**src/rtl/instr_sequencer.sv**
```systemverilog
`timescale 1ns/1ps
// Fetch/decode/execute sequencer for the accumulator CPU: one control word per T-state.
// Strobes are combinational from state, IR and mem_ready; memory steps hold while mem_ready=0.
module instr_sequencer #(
  parameter int ADDR_W = 4,
  parameter int DATA_W = 8
) (
  input  logic              clk,
  input  logic              clr_n,
  input  logic [DATA_W-1:0] bus_in,
  input  logic              mem_ready,
  input  logic              zero_flag,
  output logic              pc_inc,
  output logic              pc_oe,
  output logic              pc_jmp,
  output logic              mar_ld,
  output logic              ram_oe,
  output logic              ram_we,
  output logic              ir_ld,
  output logic              ir_oe,
  output logic              a_ld,
  output logic              a_oe,
  output logic              b_ld,
  output logic              alu_oe,
  output logic              alu_sub,
  output logic              out_ld,
  output logic [2:0]        tstate,
  output logic [3:0]        opcode,
  output logic              halted
);

  typedef enum logic [2:0] {
    T0   = 3'd0,
    T1   = 3'd1,
    T2   = 3'd2,
    T3   = 3'd3,
    T4   = 3'd4,
    HALT = 3'd7
  } state_t;

  localparam logic [3:0] OP_LDA = 4'h1;
  localparam logic [3:0] OP_ADD = 4'h2;
  localparam logic [3:0] OP_SUB = 4'h3;
  localparam logic [3:0] OP_STA = 4'h4;
  localparam logic [3:0] OP_LDI = 4'h5;
  localparam logic [3:0] OP_JMP = 4'h6;
  localparam logic [3:0] OP_JZ  = 4'h7;
  localparam logic [3:0] OP_OUT = 4'hE;
  localparam logic [3:0] OP_HLT = 4'hF;

  state_t            state, nxt;
  logic [DATA_W-1:0] ir;
  logic [3:0]        fetch_op;
  logic              mem_step;
  logic              unused_operand;

  assign opcode         = ir[DATA_W-1:DATA_W-4];
  assign fetch_op       = bus_in[DATA_W-1:DATA_W-4];
  assign unused_operand = ^ir[ADDR_W-1:0];
  assign tstate         = clr_n ? state : 3'd0;
  assign halted         = clr_n && (state == HALT);

  always_comb begin
    pc_inc   = 1'b0;
    pc_oe    = 1'b0;
    pc_jmp   = 1'b0;
    mar_ld   = 1'b0;
    ram_oe   = 1'b0;
    ram_we   = 1'b0;
    ir_ld    = 1'b0;
    ir_oe    = 1'b0;
    a_ld     = 1'b0;
    a_oe     = 1'b0;
    b_ld     = 1'b0;
    alu_oe   = 1'b0;
    alu_sub  = 1'b0;
    out_ld   = 1'b0;
    mem_step = 1'b0;
    nxt      = state;
    case (state)
      T0: begin
        pc_oe  = 1'b1;
        mar_ld = 1'b1;
        nxt    = T1;
      end
      T1: begin
        ram_oe   = 1'b1;
        ir_ld    = 1'b1;
        pc_inc   = 1'b1;
        mem_step = 1'b1;
        // IR is still the old instruction here, so branch on the word being latched
        case (fetch_op)
          OP_LDA, OP_ADD, OP_SUB, OP_STA, OP_LDI,
          OP_JMP, OP_JZ, OP_OUT, OP_HLT: nxt = T2;
          default:                       nxt = T0;
        endcase
      end
      T2: begin
        nxt = T0;
        case (opcode)
          OP_LDA, OP_ADD, OP_SUB, OP_STA: begin
            ir_oe  = 1'b1;
            mar_ld = 1'b1;
            nxt    = T3;
          end
          OP_LDI: begin
            ir_oe = 1'b1;
            a_ld  = 1'b1;
          end
          OP_JMP: begin
            ir_oe  = 1'b1;
            pc_jmp = 1'b1;
          end
          OP_JZ: begin
            ir_oe  = zero_flag;
            pc_jmp = zero_flag;
          end
          OP_OUT: begin
            a_oe   = 1'b1;
            out_ld = 1'b1;
          end
          OP_HLT:  nxt = HALT;
          default: nxt = T0;
        endcase
      end
      T3: begin
        mem_step = 1'b1;
        nxt      = T0;
        case (opcode)
          OP_LDA: begin
            ram_oe = 1'b1;
            a_ld   = 1'b1;
          end
          OP_ADD, OP_SUB: begin
            ram_oe = 1'b1;
            b_ld   = 1'b1;
            nxt    = T4;
          end
          OP_STA: begin
            a_oe   = 1'b1;
            ram_we = 1'b1;
          end
          default: mem_step = 1'b0;
        endcase
      end
      T4: begin
        alu_oe  = 1'b1;
        a_ld    = 1'b1;
        alu_sub = (opcode == OP_SUB);
        nxt     = T0;
      end
      HALT:    nxt = HALT;
      default: nxt = T0;
    endcase

    if (mem_step && !mem_ready) begin
      ir_ld  = 1'b0;
      a_ld   = 1'b0;
      b_ld   = 1'b0;
      ram_we = 1'b0;
      pc_inc = 1'b0;
      nxt    = state;
    end

    // Reset must kill strobes between edges, not just at the next clock
    if (!clr_n) begin
      pc_inc  = 1'b0;
      pc_oe   = 1'b0;
      pc_jmp  = 1'b0;
      mar_ld  = 1'b0;
      ram_oe  = 1'b0;
      ram_we  = 1'b0;
      ir_ld   = 1'b0;
      ir_oe   = 1'b0;
      a_ld    = 1'b0;
      a_oe    = 1'b0;
      b_ld    = 1'b0;
      alu_oe  = 1'b0;
      alu_sub = 1'b0;
      out_ld  = 1'b0;
    end
  end

  always_ff @(posedge clk or negedge clr_n) begin
    if (!clr_n) begin
      state <= T0;
      ir    <= '0;
    end else begin
      state <= nxt;
      if (ir_ld) ir <= bus_in;
    end
  end

endmodule

```
**config.mk**
```make
export PLATFORM = sky130hd
export DESIGN_NAME = instr_sequencer
export DESIGN_NICKNAME = d
export VERILOG_FILES = /design/src/rtl/instr_sequencer.sv
export SDC_FILE = /design/constraint.sdc
export NUM_CORES = 1
export LEC_CHECK = 0
export ABC_AREA = 1
export CAP_MARGIN = 20
export CORE_ASPECT_RATIO = 0.7
export CORE_UTILIZATION = 30
export DETAILED_ROUTE_END_ITERATION = 12
export HOLD_SLACK_MARGIN = 0.12
export PLACE_DENSITY = 0.64
export RECOVER_POWER = 100
export SLEW_MARGIN = 15
export SYNTH_ARGS = -nofsm -noshare
export SYNTH_HDL_FRONTEND = slang
export SYNTH_SLANG_ARGS = --single-unit
```
**constraint.sdc**
```tcl
create_clock -name clk -period 3.6 [get_ports clk]
set_input_delay 0.54 -clock clk [delete_from_list [all_inputs] [get_ports clk]]
set_output_delay 0.54 -clock clk [all_outputs]
set_load 0.005 [all_outputs]
```
== Word-level counts from Yosys, hierarchy flattened ==
Memory sizes are Yosys's and may differ from the RTL's.
Cells that the tools add are included.
W data, S select, Z words.
Cells by class
  eq/ne operators: 14
  multiplexer cells: 44
  reductions and logical operators: 8
Operators by type and width (count)
  $mux W1: 33
  $eq A4 B3 Y1 const B: 4
  $pmux W3 S5: 1
  $pmux W1 S2: 6
  $eq A4 B2 Y1 const B: 2
  $eq A4 B4 Y1 const B: 2
  $eq A3 B2 Y1 const B: 2
  $eq A3 B3 Y1 const B: 2
  $mux W3: 2
  $pmux W3 S2: 1
  $reduce_or A6 Y1: 1
  $eq A4 B1 Y1 const B: 1
  $reduce_or A4 Y1: 1
  $eq A3 B1 Y1 const B: 1
  $logic_not A3 Y1: 1
  $pmux W1 S3: 1
  $reduce_or A3 Y1: 1
  $logic_and A1 B1 Y1: 2
  $reduce_or A2 Y1: 1
  $logic_not A1 Y1: 1
Word-level totals
  bits in registers: 11
  memory bits (read-only): 16
  input bits: 12
  output and inout port bits: 22
  memories kept: 1
Memory list
  (no name shown): words 16, bits a word 1, rd ports 1, clocked after Yosys merged registers in 0, wr ports 0, line 92  | case (fetch_op)

== Depth between registers and ports, before layout ==
  depth after elaboration: 7
  gate-level depth with buffers: 8
  gate-level depth less buffers: 8

== Worst setup path after synthesis ==
OpenSTA, ideal clock, no wires.
  kind: input to output
  start point: input clr_n
  end point: output alu_sub
  arrival: 1219 ps
  setup slack: 1841 ps
  cell stages on the path: 3
  buffers on the path: 1
  path through: clkbuf_1 nand2_1 nor4_1
Between the ends
  cells in the longest elaborated chain, start to end: 1
RTL lines
  start: declaration: line 9  | input logic clr_n,
  $mux W1: line 166  | if (!clr_n) begin
  end: declaration: line 25  | output logic alu_sub,
No other way between the ends.

== Worst setup path in the final report ==
  start point: input clr_n
  end point: output pc_inc
Between the ends
  cells in the longest elaborated chain, start to end: 1
RTL lines
  $mux W1: line 166
  end: declaration: line 13  | output logic pc_inc,
No other way between the ends.

==> metrics.cfg <==
[logic_synthesis]
yosys.area.top_type = dfrtp_1
synth_seq_cells = 7
synthDistinctLibCells = 19
synthCells = 108
syn-num-nets = 120
yosys_warnings = 0
synth_area_um2 = 626.9
synth_area_per_cell_um2 = 5.804
synth_area_leaders = dfrtp_1 (28%), nand2_1 (18%), inv_1 (10%)
ys_seq_area_share_pct = 27.94
synth_top_area_share_pct = 27.94

[global_routing]
grt_max_degree = 11
grt.overflow.total = 0
grt_pass1_wl_um = 2753
grt.total_usage_pct = 16.12
antenna_found_initial = 0
grt_pass1_vias = 615

[sta]
period_needed_ns = 3.072
whs_ns = 0.5721
worst_slew_pin_slew_ns = 0.4076
hold_viol = 0
setup_viol = 0
fmax_mhz = 325.6
maxSlewViolCount = 0
rsz0062_at_grt = false
finalSetupTns_ns = 0
period_share_pct = 85.32
slew_headroom_pct = 72.62
skew_ns = 0.002632

[setup_path]
cp_max_fo = 10
critPathKind = input port to output pin
cp-end-kind = output pin
critPathLaunchType = input port
critical_path_required_ns = 3.06
cp_data_arrival_time_ns = 2.53

[clocking]
clk_latency_ns = 0.25
clk_pin_slew_ns = 0.05
cts.path.max_buffers = 2
cts.htree.levels = 1
numCtsBuffers = 3
cts.repair.resized = 0
clock_sinks = 7
postCtsSetupBuffers = 0
cts-root-buf = clkbuf_4
cts_hold_buf = 0
cts_tree = yes

[pwr]
total_power_w = 0.0005598
leakage_nw = 0.5125
peakVddDrop_uv = 318.2
power_density_nw_per_um2 = 590.2

[cells_and_area]
drive_gt1_share_pct = 6.429
syn_to_final_growth_pct = 51.30
fin_util_pct = 49.84
antenna_cells = 0
layout.nets = 153

[routing]
ant_nets = 0
num_vias = 771
wl_met2_um = 682
wl_met1_um = 951
drt_wl_total_um = 1743
drt_iter0_markers = 37
drc_errors = 0
first_pass_iters = 5
met3_length_um = 103
vias_per_cell = 4.759
wl_per_cell_um = 10.76
maxUsedRoutingLayer = met4

[place]
dp_hpwl_um = 1429
gp_congestion = 0.8404
io_buffer_count = 29

[floorplanning]
initial_utilization_pct = 32.94
core-area_um2 = 1903
die_w_um = 56.64
die_h_um = 40.25
placement_rows = 13
ios = 34
die-area_um2 = 2279

[run_status]
status = finished clean

[run]
maxCapViolations = 0

[min_path]
hold_class = register to register

## worst paths after layout
kind	start	to	slack (ns)	cells after the start
setup reg to reg	state[1]$_DFFE_PN0N_	ir[7]$_DFFE_PN0P_	2.07	4
hold reg to reg	ir[6]$_DFFE_PN0P_	ir[6]$_DFFE_PN0P_	0.57	2
hold / removal	ir[6]$_DFFE_PN0P_	ir[6]$_DFFE_PN0P_	0.57	2
min in group asynchronous	clr_n	state[0]$_DFFE_PN0N_	0.65	1
max in group asynchronous	clr_n	ir[4]$_DFFE_PN0P_	2.42	2
setup / recovery	clr_n	pc_inc	0.53	5
## power breakdown
| part | internal, W | switching [W] |
|---|---|---|
| registers | 0.000112 | 0.0000527 |
| logic | 0.000138 | 0.000187 |
| clock network | 0.0000422 | 0.0000276 |
| total | 0.000292 | 0.000268 |
## metrics by stage
step                setup slack, ns  cell area [µm²]  instances
floorplan                     1.841            626.9        108
global placement             0.7687            940.9        158
detailed placement           0.7699            940.9        158
CTS                          0.7586            967.2        162
global route                 0.3308            948.4        162
finish                       0.5283            948.4        162
## critical path, cell delays in order
cell	delay, ns
dlygate4sd3_1	0.76
clkbuf_1	0.29
nand3_1	0.24
inv_1	0.18
clkdlybuf4s50_1	0.52
## state kept, by name (all words and copies together) (netlist names)
name / cells
ir: 4
state: 3
## cell usage after synthesis (all sizes together)
master	number
dfrtp	7
clkbuf	1
inv	19
a21oi	5
nand2	32
nor4	1
nand3	9
and2	1
nor2	19
nand4	2
o21ai	7
nor3	4
buf	1
## per-layer routing
metal,global-route usage [%],vias up
met5,0,-
met4,5.488,0
met3,3.226,2
met2,21.47,29
met1,24.95,342
li1,-,398
## final cells by class
class	instances	area, µm²
timing repair buffer	30	294.0
multi-input combinational	80	354.1
fill	206	954.7
tap	22	27.53
inverter	19	71.32
sequential	7	175.2
clock buffer	4	26.28
## cell families (layout without fill, tap and decap cells)
family          count (synthesis)  in the layout  synth area share [%]
compound gates                 12             12                 9.580
buf+inv                        21             53                 13.17
flops                           7              7                 27.94
simple gates                   68             68                 49.30
## placed cells by master, fill, tap and decap left out
cell type        instances
nand2_1                 30
a21oi_1                  5
inv_1                   18
nor2_1                  16
nand2_2                  2
dfrtp_1                  7
nand4_1                  2
and2_1                   1
nand3_1                  9
clkdlybuf4s50_1          9
inv_2                    1
o21ai_0                  7
nor2_2                   3
clkbuf_1                 2
nor3_1                   4
clkbuf_4                 3
nor4_1                   1
dlygate4sd3_1           20
Note: power is estimated with default switching activity, not from simulation.
